===== src/rtl/adc_interface_ad7862_pkg.sv =====
// ---------------------------------------------------------------------------
// adc_interface_ad7862_pkg
//
// Shared definitions for the AD7862 read-back interface:
//   - adc_state_e : FSM state encoding, also visible on the debug `state` port
//   - default timing constants for CONVST width, RD width and BUSY timeout
//   - field widths and opcode bit positions of the host command strobe
//   - zext_sample : packs a raw 12-bit conversion into the 16-bit result word
// ---------------------------------------------------------------------------
package adc_interface_ad7862_pkg;

    // The numeric values are visible to software through the debug
    // `state` port, so they are fixed explicitly.
    typedef enum logic [3:0] {
        ST_IDLE    = 4'd0,
        ST_RESET   = 4'd1,
        ST_CONV    = 4'd2,
        ST_WAIT_HI = 4'd3,
        ST_WAIT_LO = 4'd4,
        ST_READ    = 4'd5,
        ST_DONE    = 4'd6,
        ST_ERR     = 4'd7
    } adc_state_e;

    // Default timing, in clk cycles.
    localparam int unsigned T_CONVST_DEF = 2;
    localparam int unsigned T_RD_DEF     = 3;
    localparam int unsigned TIMEOUT_DEF  = 255;

    // Field widths.
    localparam int CNT_W  = 8;
    localparam int DB_W   = 12;
    localparam int DATA_W = 16;
    localparam int OP_W   = 4;
    localparam int ADDR_W = 8;
    localparam int STATE_W = 4;

    // Opcode bit positions within `op`.
    localparam int OP_SOFT_RST_BIT = 0;
    localparam int OP_START_BIT    = 1;

    // The upper nibble of the result word is always zero.
    function automatic logic [DATA_W-1:0] zext_sample(input logic [DB_W-1:0] db);
        return {{(DATA_W - DB_W){1'b0}}, db};
    endfunction

endpackage


===== src/rtl/adc_interface_ad7862_if.sv =====
// ---------------------------------------------------------------------------
// adc_interface_ad7862_if
//
// Host-side command/result bus of the AD7862 read-back interface.
//   cs       : command strobe, qualifies op and addr
//   op       : bit0 soft reset, bit1 start conversion, bits 3:2 unused
//   addr     : bit0 selects the ADC channel (A0), bits 7:1 unused
//   rdy      : idle and able to accept a start
//   valid    : one-cycle pulse when data_out is updated
//   err      : sticky BUSY-timeout flag
//   state    : current FSM state (debug)
//   data_out : last sample, zero-extended
//
// Modports:
//   master : the host opcode decoder (drives the command)
//   slave  : the ADC interface block (returns status and data)
// ---------------------------------------------------------------------------
interface adc_interface_ad7862_if;
    import adc_interface_ad7862_pkg::*;

    logic                cs;
    logic [OP_W-1:0]     op;
    logic [ADDR_W-1:0]   addr;
    logic                rdy;
    logic                valid;
    logic                err;
    logic [STATE_W-1:0]  state;
    logic [DATA_W-1:0]   data_out;

    modport master (
        output cs, op, addr,
        input  rdy, valid, err, state, data_out
    );

    modport slave (
        input  cs, op, addr,
        output rdy, valid, err, state, data_out
    );

endinterface


===== src/rtl/adc_interface_ad7862_sync2.sv =====
// ---------------------------------------------------------------------------
// sync2
//
// Two-flop synchronizer for a single asynchronous status pin. Both stages
// clear to 0 on reset, so a pin that is high across reset is seen as a
// fresh rising edge two cycles after reset is released.
//
// Ports:
//   clk : destination clock
//   rst : synchronous, active-high reset
//   d   : asynchronous input
//   q   : synchronized output, two cycles of latency
// ---------------------------------------------------------------------------
module sync2 (
    input  logic clk,
    input  logic rst,
    input  logic d,
    output logic q
);

    logic [1:0] sync_q;
    logic [1:0] sync_d;

    always_comb begin
        sync_d = {sync_q[0], d};
    end

    always_ff @(posedge clk) begin
        if (rst) begin
            sync_q <= 2'b00;
        end else begin
            sync_q <= sync_d;
        end
    end

    assign q = sync_q[1];

endmodule


===== src/rtl/adc_interface_ad7862.sv =====
// ---------------------------------------------------------------------------
// adc_interface_ad7862
//
// Read-side companion to the AD5725 DAC driver. A start command from the host
// opcode decoder runs one conversion on an AD7862-style parallel ADC
// (CONVST_N / BUSY / CS_N / RD_N, channel select on A0) and returns the
// 12-bit sample zero-extended on data_out with a one-cycle valid pulse.
// Each BUSY edge is waited for at most TIMEOUT+1 cycles; a timeout sets the
// sticky err flag and returns to idle without producing a sample.
//
// Ports:
//   clk, rst  : system clock; synchronous active-high reset
//   host      : command/result bus (slave modport)
//   CONVST_N  : ADC convert start, active-low
//   CS_N      : ADC chip select, active-low
//   RD_N      : ADC read strobe, active-low
//   A0        : ADC channel select
//   BUSY      : ADC busy, asynchronous to clk
//   DB        : ADC parallel data
//
// Parameters:
//   T_CONVST  : cycles CONVST_N is held low (>=1)
//   T_RD      : cycles RD_N is held low before DB is sampled (>=1)
//   TIMEOUT   : last counter value tolerated while waiting on BUSY (<=255)
// ---------------------------------------------------------------------------
module adc_interface_ad7862
    import adc_interface_ad7862_pkg::*;
#(
    parameter int unsigned T_CONVST = T_CONVST_DEF,
    parameter int unsigned T_RD     = T_RD_DEF,
    parameter int unsigned TIMEOUT  = TIMEOUT_DEF
) (
    input  logic                   clk,
    input  logic                   rst,
    adc_interface_ad7862_if.slave  host,
    output logic                   CONVST_N,
    output logic                   CS_N,
    output logic                   RD_N,
    output logic                   A0,
    input  logic                   BUSY,
    input  logic [DB_W-1:0]        DB
);

    // Counter compare points, pre-sized to the counter width.
    localparam logic [CNT_W-1:0] CONVST_LAST = CNT_W'(T_CONVST - 1);
    localparam logic [CNT_W-1:0] RD_SAMPLE   = CNT_W'(1 + T_RD);
    localparam logic [CNT_W-1:0] TIMEOUT_CNT = CNT_W'(TIMEOUT);

    adc_state_e          state_q,    state_d;
    logic [CNT_W-1:0]    counter_q,  counter_d;
    logic                convst_n_q, convst_n_d;
    logic                cs_n_q,     cs_n_d;
    logic                rd_n_q,     rd_n_d;
    logic                a0_q,       a0_d;
    logic                rdy_q,      rdy_d;
    logic                valid_q,    valid_d;
    logic                err_q,      err_d;
    logic [DATA_W-1:0]   data_q,     data_d;

    logic int_rst;
    logic start;
    logic busy_s;
    logic unused_bits;

    // A soft reset on the command strobe behaves exactly like rst, and
    // wins over a start presented in the same cycle.
    assign int_rst = rst | (host.cs & host.op[OP_SOFT_RST_BIT]);
    assign start   = host.cs & host.op[OP_START_BIT];

    // Opcode and address bits that carry no meaning for this block.
    assign unused_bits = ^{host.op[OP_W-1:2], host.addr[ADDR_W-1:1]};

    // The FSM only ever looks at the synchronized copy of BUSY.
    sync2 u_busy_sync (
        .clk (clk),
        .rst (int_rst),
        .d   (BUSY),
        .q   (busy_s)
    );

    always_comb begin
        state_d    = state_q;
        counter_d  = counter_q;
        convst_n_d = convst_n_q;
        cs_n_d     = cs_n_q;
        rd_n_d     = rd_n_q;
        a0_d       = a0_q;
        rdy_d      = rdy_q;
        valid_d    = 1'b0;
        err_d      = err_q;
        data_d     = data_q;

        unique case (state_q)
            ST_RESET: begin
                rdy_d   = 1'b1;
                state_d = ST_IDLE;
            end

            ST_IDLE: begin
                // Starts are only honoured here; there is no queue.
                if (start) begin
                    a0_d       = host.addr[0];
                    convst_n_d = 1'b0;
                    rdy_d      = 1'b0;
                    err_d      = 1'b0;
                    state_d    = ST_CONV;
                end
            end

            ST_CONV: begin
                if (counter_q == CONVST_LAST) begin
                    convst_n_d = 1'b1;
                    state_d    = ST_WAIT_HI;
                end else begin
                    counter_d = counter_q + 1'b1;
                end
            end

            // A BUSY that is already high here (a previous conversion still
            // running) is taken as the rising edge.
            ST_WAIT_HI: begin
                if (busy_s) begin
                    state_d = ST_WAIT_LO;
                end else if (counter_q == TIMEOUT_CNT) begin
                    state_d = ST_ERR;
                end else begin
                    counter_d = counter_q + 1'b1;
                end
            end

            ST_WAIT_LO: begin
                if (!busy_s) begin
                    state_d = ST_READ;
                end else if (counter_q == TIMEOUT_CNT) begin
                    state_d = ST_ERR;
                end else begin
                    counter_d = counter_q + 1'b1;
                end
            end

            // CS_N drops one cycle ahead of RD_N; DB is captured after RD_N
            // has been low for T_RD cycles, so RD_N always sits inside CS_N.
            ST_READ: begin
                if (counter_q == '0) begin
                    cs_n_d = 1'b0;
                end
                if (counter_q == CNT_W'(1)) begin
                    rd_n_d = 1'b0;
                end
                if (counter_q == RD_SAMPLE) begin
                    data_d  = zext_sample(DB);
                    rd_n_d  = 1'b1;
                    state_d = ST_DONE;
                end else begin
                    counter_d = counter_q + 1'b1;
                end
            end

            ST_DONE: begin
                cs_n_d  = 1'b1;
                valid_d = 1'b1;
                rdy_d   = 1'b1;
                state_d = ST_IDLE;
            end

            ST_ERR: begin
                err_d      = 1'b1;
                rdy_d      = 1'b1;
                convst_n_d = 1'b1;
                cs_n_d     = 1'b1;
                rd_n_d     = 1'b1;
                state_d    = ST_IDLE;
            end

            default: begin
                state_d = ST_RESET;
            end
        endcase

        // Every state change starts the next phase from a zero count.
        if (state_d != state_q) begin
            counter_d = '0;
        end
    end

    always_ff @(posedge clk) begin
        if (int_rst) begin
            state_q    <= ST_RESET;
            counter_q  <= '0;
            convst_n_q <= 1'b1;
            cs_n_q     <= 1'b1;
            rd_n_q     <= 1'b1;
            a0_q       <= 1'b0;
            rdy_q      <= 1'b0;
            valid_q    <= 1'b0;
            err_q      <= 1'b0;
            data_q     <= '0;
        end else begin
            state_q    <= state_d;
            counter_q  <= counter_d;
            convst_n_q <= convst_n_d;
            cs_n_q     <= cs_n_d;
            rd_n_q     <= rd_n_d;
            a0_q       <= a0_d;
            rdy_q      <= rdy_d;
            valid_q    <= valid_d;
            err_q      <= err_d;
            data_q     <= data_d;
        end
    end

    assign CONVST_N      = convst_n_q;
    assign CS_N          = cs_n_q;
    assign RD_N          = rd_n_q;
    assign A0            = a0_q;
    assign host.rdy      = rdy_q;
    assign host.valid    = valid_q;
    assign host.err      = err_q;
    assign host.state    = state_q;
    assign host.data_out = data_q;

endmodule


===== src/flat_wrapper.sv =====
// flat-port wrapper written by rule: the top's interface ports become plain ports
module adc_interface_ad7862_flat import adc_interface_ad7862_pkg::*;
#(
    parameter int unsigned T_CONVST = T_CONVST_DEF,
    parameter int unsigned T_RD     = T_RD_DEF,
    parameter int unsigned TIMEOUT  = TIMEOUT_DEF
)
  (clk, rst, CONVST_N, CS_N, RD_N, A0, BUSY, DB, host_cs, host_op, host_addr, host_rdy, host_valid, host_err, host_state, host_data_out);
  adc_interface_ad7862_if host_i ();
  input  logic clk;
  input  logic rst;
  output logic CONVST_N;
  output logic CS_N;
  output logic RD_N;
  output logic A0;
  input  logic BUSY;
  input  logic [DB_W-1:0] DB;
  input wire logic [$bits(host_i.cs)-1:0] host_cs;
  input wire logic [$bits(host_i.op)-1:0] host_op;
  input wire logic [$bits(host_i.addr)-1:0] host_addr;
  output wire logic [$bits(host_i.rdy)-1:0] host_rdy;
  output wire logic [$bits(host_i.valid)-1:0] host_valid;
  output wire logic [$bits(host_i.err)-1:0] host_err;
  output wire logic [$bits(host_i.state)-1:0] host_state;
  output wire logic [$bits(host_i.data_out)-1:0] host_data_out;
  assign host_i.cs = host_cs;
  assign host_i.op = host_op;
  assign host_i.addr = host_addr;
  assign host_rdy = host_i.rdy;
  assign host_valid = host_i.valid;
  assign host_err = host_i.err;
  assign host_state = host_i.state;
  assign host_data_out = host_i.data_out;
  adc_interface_ad7862 #(.T_CONVST(T_CONVST), .T_RD(T_RD), .TIMEOUT(TIMEOUT)) u_core (.clk(clk), .rst(rst), .host(host_i), .CONVST_N(CONVST_N), .CS_N(CS_N), .RD_N(RD_N), .A0(A0), .BUSY(BUSY), .DB(DB));
endmodule

===== config.mk =====
export PLATFORM = sky130hd
export DESIGN_NAME = adc_interface_ad7862_flat
export DESIGN_NICKNAME = d
export VERILOG_FILES = /design/src/rtl/adc_interface_ad7862_pkg.sv /design/src/rtl/adc_interface_ad7862_if.sv /design/src/rtl/adc_interface_ad7862_sync2.sv /design/src/rtl/adc_interface_ad7862.sv /design/src/flat_wrapper.sv
export SDC_FILE = /design/constraint.sdc
export NUM_CORES = 1
export LEC_CHECK = 0
export ABC_CLOCK_PERIOD_IN_PS = 3800
export CAP_MARGIN = 20
export CORE_ASPECT_RATIO = 1.75
export CORE_UTILIZATION = 30
export DETAILED_ROUTE_END_ITERATION = 8
export SETUP_SLACK_MARGIN = 0.02
export SYNTH_ARGS = -nofsm -noshare
export SYNTH_HDL_FRONTEND = slang
export SYNTH_HIERARCHICAL = 1
export SYNTH_SLANG_ARGS = --single-unit

===== constraint.sdc =====
create_clock -name clk -period 3.8 [get_ports clk]
set_input_delay 0.76 -clock clk [delete_from_list [all_inputs] [get_ports clk]]
set_output_delay 0.76 -clock clk [all_outputs]
set_load 0.02 [all_outputs]

==> results of run 1 <==
worst max-delay path: stages, from the launching register on:
cell	delay (ps)
sky130_fd_sc_hd__dfxtp_1	660
sky130_fd_sc_hd__nor4bb_1	540
sky130_fd_sc_hd__and4_1	660
sky130_fd_sc_hd__nor2_1	160
sky130_fd_sc_hd__o211ai_2	420
sky130_fd_sc_hd__a211oi_1	90
flip-flops by register name (all words and copies together) (netlist names), 2 cells and up:
name,flops
u_core/host.state,4
u_core/counter_q,8
u_core/u_busy_sync/sync_q,2
u_core/host.data_out,12
logic make-up after synthesis:
group,after synthesis,share of synthesized area [%]
buffers and inverters,19,6.89
AND/OR/NAND/NOR,82,27.4
AO/OA/AOI/OAI,59,23.6
other,1,0.222
flip-flops,33,39.1
adder cells (fa/ha/maj),3,2.22
multiplexers,1,0.593
placed cells by master, fill, tap and decap left out, types with 2 or more instances in the layout:
| cell type | n |
|---|---|
| sky130_fd_sc_hd__buf_4 | 2 |
| sky130_fd_sc_hd__or4b_2 | 2 |
| sky130_fd_sc_hd__and4_1 | 4 |
| sky130_fd_sc_hd__or4_1 | 5 |
| sky130_fd_sc_hd__a21oi_1 | 23 |
| sky130_fd_sc_hd__nand4_1 | 5 |
| sky130_fd_sc_hd__nor2b_1 | 3 |
| sky130_fd_sc_hd__nor2_1 | 9 |
| sky130_fd_sc_hd__nand2b_1 | 2 |
| sky130_fd_sc_hd__nand3_1 | 4 |
| sky130_fd_sc_hd__nor4_1 | 2 |
| sky130_fd_sc_hd__nand2_1 | 31 |
| sky130_fd_sc_hd__and2_1 | 2 |
| sky130_fd_sc_hd__dfxtp_1 | 33 |
| sky130_fd_sc_hd__nor3_1 | 2 |
| sky130_fd_sc_hd__o31ai_1 | 7 |
| sky130_fd_sc_hd__ha_1 | 3 |
| sky130_fd_sc_hd__a211oi_1 | 8 |
| sky130_fd_sc_hd__inv_1 | 3 |
| sky130_fd_sc_hd__clkdlybuf4s50_1 | 41 |
| sky130_fd_sc_hd__o21ai_0 | 7 |
| sky130_fd_sc_hd__nor3b_1 | 2 |
| sky130_fd_sc_hd__clkbuf_8 | 7 |
| sky130_fd_sc_hd__conb_1 | 5 |
| sky130_fd_sc_hd__or3b_2 | 3 |
area by class of cell:
type,count,area (sq um)
Clock buffer,7,96.3
Multi-Input combinational cell,150,926
Inverter,3,11.3
Timing Repair Buffer,43,425
Sequential cell,33,661
Tap cell,74,92.6
Clock inverter,1,5.00
Fill cell,567,3130
routing by layer:
layer  share of wire (%)  vias to the layer above  global-route usage, %
met5                   0                        -                      0
met1                  39                      733                   14.0
met2                  56                       31                   29.1
met3                 3.4                        5                   2.43
li1                    -                      806                      -
met4                 1.7                        0                   7.33
metrics by stage:
| stage | cells | instance area, sq um |
|---|---|---|
| after floorplan | 202 | 1700 |
| after global placement | 303 | 2120 |
| after detailed placement | 303 | 2120 |
| after CTS | 311 | 2220 |
| after global routing | 311 | 2220 |
| final | 311 | 2220 |
where the power goes:
group          total, mW  switching (mW)  internal [mW]
sequential         0.355         0.00654          0.349
clock              0.290           0.126          0.164
combinational     0.0528          0.0243         0.0285
total              0.698           0.157          0.541
worst max-delay path by stage:
stage,startpoint,endpoint,slack (ps),cells after the start
global placement,host_cs,u_core/counter_q[4],1060,6
finish,u_core/host.state[2],u_core/counter_q[1],1130,5
floorplan,u_core/counter_q[1],u_core/counter_q[6],1620,8
detailed placement,host_cs,u_core/counter_q[1],1040,6
CTS,u_core/host.state[2],u_core/counter_q[1],1050,5
global route,u_core/host.state[2],u_core/counter_q[2],900,5
==> impl_metrics.ini, run 1 <==
[outcome]
status = finished clean

[detailed_routing]
viasPerCell = 5.06
vias = 1575
ant_nets = 0
drc = 0
drt-initial-drc-count = 14
wl_per_cell_microns = 13.2
drt_pre_antenna_iters = 4
wirelength_mm = 4.12

[critical_path]
timing.critical_path.required_ps = 3950
rr_startpoint = u_core/host.state[2]
cp.arrival_ps = 2820
setup.worst_path.end_class = register
crit_type = reg2reg
setup.reg_to_reg.worst_slack_ps = 1130
timing.rr.end = u_core/counter_q[1]
cp_max_fo = 18
r2r.worst_path.cells = 5
startpoint_type = register

[timing]
fin_worst_skew_ps = 4.65
setup_viol = 0
layout_worst_path_cycle_share_pct = 70.4
finalHoldViolations = 0
fin_hold_ws_ps = 442
max_slew.worst_pin.slew_ps = 810
period_needed_ps = 2670
setup_total_negative_slack_ps = 0
rsz_0062_raised_after_global_routing = false
fmax_ghz = 0.374
slew_headroom_pct = 46.0
finalMaxSlewViolations = 0
worst_slack_ps = 1130

[clock_tree]
cts_resizes = 0
post-cts-setup-buffer-count = 0
clkSinkCount = 33
htreeDepth = 2
cts.hold.buffers_added = 0
clk_root_buffer_cell = sky130_fd_sc_hd__clkbuf_8
worst_skew_pair.late_latency_ps = 280
cts.path.max_buffers = 2
cts_inserted_buffers = 5
clk_pin_slew_ps = 70
cts_tree = yes

[floorplan]
initial_core_util_pct = 31.6
die_height_microns = 101
design.portCount = 55
core_area_sq_mm = 0.00534
dieArea_sq_mm = 0.00594
die_width_microns = 58.7
placement_rows = 35

[synth]
postSynthAreaPerCell_sq_um = 8.52
ys_async_rst_share_pct = 0
synthFlopType = sky130_fd_sc_hd__dfxtp_1
synthTopCellsByArea = sky130_fd_sc_hd__dfxtp_1, sky130_fd_sc_hd__nand2_1, sky130_fd_sc_hd__a21oi_1, sky130_fd_sc_hd__a211oi_1, sky130_fd_sc_hd__o31ai_1
postSynthCellCount = 198
count_of_flip_flops_with_a_built_in_enable_after_synthesis = 0
netlist_area_sq_mm = 0.00169
ys_seq_area_share_pct = 39.1
synthesis.yosys.warnings = 6
ys_top_cells_by_count = sky130_fd_sc_hd__dfxtp_1, sky130_fd_sc_hd__nand2_1, sky130_fd_sc_hd__a21oi_1
synth_most_common_cell = sky130_fd_sc_hd__dfxtp_1
synth_top_area_share_pct = 39.1
synth.lib_cells_used.distinct = 46
ys_seq_elements = 33
library_cell_with_the_largest_summed_area_after_synthesis = sky130_fd_sc_hd__dfxtp_1

[finish]
insertedDiodeCount = 0
area_growth_pct = 31.4
post_route_cells_drive_above_1_share_pct = 8.86
post-route-util_pct = 41.5
fin_nets = 267

[global_route]
gr-total-overflow = 0
grtUsageTotal_pct = 14.7
grt_pass1_vias = 1507
grt_first_pass_wirelength_mm = 6.70
antenna_found_initial = 0
grt_max_degree = 26

[placed_design]
hpwlAfterDp_mm = 2.93
port_buffers = 41
routabilityCongestion = 0.766
placement_setup_slack_ps = 1040

[min_path]
hold_path_end = u_core/u_busy_sync/sync_q[1]
hp-start = u_core/u_busy_sync/sync_q[0]
hold-path-cell-count = 1
min_path_type = reg2reg

[power_and_ir_drop]
fin_total_pwr_mw = 0.698
power-per-cell-area_mw_per_mm2 = 315
power.static_leakage_nw = 0.695
maximum_vdd_ir_drop_mv = 0.130

[job]
maxCapViolCount = 0
(Power assumes the default switching activity.)
==> run 2, diff against run 1 <==
--- a/config.mk
+++ b/config.mk
@@ -5,7 +5,7 @@
 export SDC_FILE = /design/constraint.sdc
 export NUM_CORES = 1
 export LEC_CHECK = 0
-export ABC_CLOCK_PERIOD_IN_PS = 3800
+export ABC_CLOCK_PERIOD_IN_PS = 2600
 export CAP_MARGIN = 20
 export CORE_ASPECT_RATIO = 1.75
 export CORE_UTILIZATION = 30
==> constraint.sdc (replaced) <==
create_clock -name clk -period 2.6 [get_ports clk]
set_input_delay 0.52 -clock clk [delete_from_list [all_inputs] [get_ports clk]]
set_output_delay 0.52 -clock clk [all_outputs]
set_load 0.02 [all_outputs]
==> impl_metrics.ini, run 2 (synthesized netlist as in run 1, its figures left out) <==
[clock_tree]
post-cts-setup-buffer-count = 0
cts_tree = yes
htreeDepth = 2
cts.path.max_buffers = 2
cts_inserted_buffers = 5
clkSinkCount = 33
cts_resizes = 0
clk_root_buffer_cell = sky130_fd_sc_hd__clkbuf_8
clk_pin_slew_ps = 70
cts.hold.buffers_added = 0
worst_skew_pair.late_latency_ps = 280

[detailed_routing]
drt_pre_antenna_iters = 4
vias = 1628
ant_nets = 0
viasPerCell = 5.07
wirelength_mm = 4.26
drt-initial-drc-count = 42
drc = 0
wl_per_cell_microns = 13.3

[timing]
layout_worst_path_cycle_share_pct = 89.2
slew_headroom_pct = 64.3
setup_total_negative_slack_ps = 0
period_needed_ps = 2320
fin_hold_ws_ps = 449
rsz_0062_raised_after_global_routing = false
max_slew.worst_pin.slew_ps = 531
finalHoldViolations = 0
fin_worst_skew_ps = 7.23
finalMaxSlewViolations = 0
setup_viol = 0
fmax_ghz = 0.431

[finish]
post_route_cells_drive_above_1_share_pct = 12.1
most_used_cells_in_the_layout_excluding_fill_and_tap_cells = sky130_fd_sc_hd__clkdlybuf4s50_1, sky130_fd_sc_hd__dfxtp_1, sky130_fd_sc_hd__nand2_1
multi_input_comb_area_sq_um = 926
fin_nets = 277
fillers = 550
insertedDiodeCount = 0
final_common_cell = sky130_fd_sc_hd__clkdlybuf4s50_1
area_growth_pct = 36.5
largest_register_ff_count = 12
seq_area_sq_um = 661

[critical_path]
cp_max_fo = 14
setup.reg_to_reg.worst_slack_ps = 280
setup.worst_path.end_class = register
rr_startpoint = u_core/host.state[0]
startpoint_type = register
cp.arrival_ps = 2510
critical_path.startpoint = u_core/host.state[0]
r2r.worst_path.cells = 6
crit_type = reg2reg
timing.critical_path.required_ps = 2790
timing.rr.end = u_core/counter_q[3]

[placed_design]
port_buffers = 41
routabilityCongestion = 0.773
hpwlAfterDp_mm = 3.17

[global_route]
grt_max_degree = 24
grt_pass1_vias = 1557
grt_first_pass_wirelength_mm = 7.13
gr-total-overflow = 0
grtUsageTotal_pct = 15.5
antenna_found_initial = 0

[min_path]
hp-start = u_core/host.data_out[11]
hold-path-cell-count = 2
min_path_type = reg2reg
hold_path_end = u_core/host.data_out[11]

[power_and_ir_drop]
power.static_leakage_nw = 0.749
maximum_vdd_ir_drop_mv = 0.243
power-per-cell-area_mw_per_mm2 = 477
fin_total_pwr_mw = 1.10

[floorplan]
die_width_microns = 58.7
design.portCount = 55
dieArea_sq_mm = 0.00594
placement_rows = 35
die_height_microns = 101
core_area_sq_mm = 0.00534
initial_core_util_pct = 31.6

[job]
maxCapViolCount = 0

[outcome]
status = finished clean
## run 2: layer usage
layer / global-route usage, % / up-vias / routed length (microns)
met5: 0 / - / 0
met4: 7.14 / 0 / 68
met3: 3.07 / 5 / 180
met2: 30.2 / 36 / 2450
met1: 15.2 / 769 / 1570
li1: - / 818 / -
## run 2: final cells by class
type / instances / area share, %
well taps: 74 / 4.02
clock buffers: 7 / 3.75
multi-input cells: 150 / 40.2
clock inverters: 1 / 1.30
inverters: 3 / 0.489
repair buffers: 53 / 21.6
flip-flops and latches: 33 / 28.7
## run 2: metrics by stage
stage / cell area (sq um) / worst slack (ps) / utilization (%) / std cells
finish: 2300 / 280 / 43.1 / 321
floorplan: 1700 / 417 / - / 202
global placement: 2180 / 114 / 40.9 / 312
CTS: 2300 / 279 / 43.1 / 321
global route: 2300 / 90.7 / 43.1 / 321
detailed placement: 2190 / 306 / 41.0 / 313
## run 2: power breakdown
part / internal (mW) / switching, mW / total, mW
logic: 0.0450 / 0.0406 / 0.0856
registers: 0.510 / 0.00617 / 0.516
clock network: 0.312 / 0.185 / 0.497
## run 2: how the worst max path moves through the flow
stage | endpoint | slack, ps | cells after the start
2_1_floorplan | u_core/counter_q[6] | 420 | 8
3_3_place_gp | u_core/counter_q[1] | 110 | 7
3_5_place_dp | u_core/counter_q[3] | 310 | 6
4_1_cts | u_core/counter_q[3] | 280 | 6
5_1_grt | u_core/counter_q[3] | 90 | 6
6_report | u_core/counter_q[3] | 280 | 6
## run 2: worst max-delay path, stage by stage, from the launching register on
cell and delay [ps]:
sky130_fd_sc_hd__dfxtp_1 500, sky130_fd_sc_hd__buf_4 230, sky130_fd_sc_hd__nor2_1 60, sky130_fd_sc_hd__a2bb2oi_1 140, sky130_fd_sc_hd__a311o_1 510, sky130_fd_sc_hd__or4_1 530
sky130_fd_sc_hd__a211oi_1 260
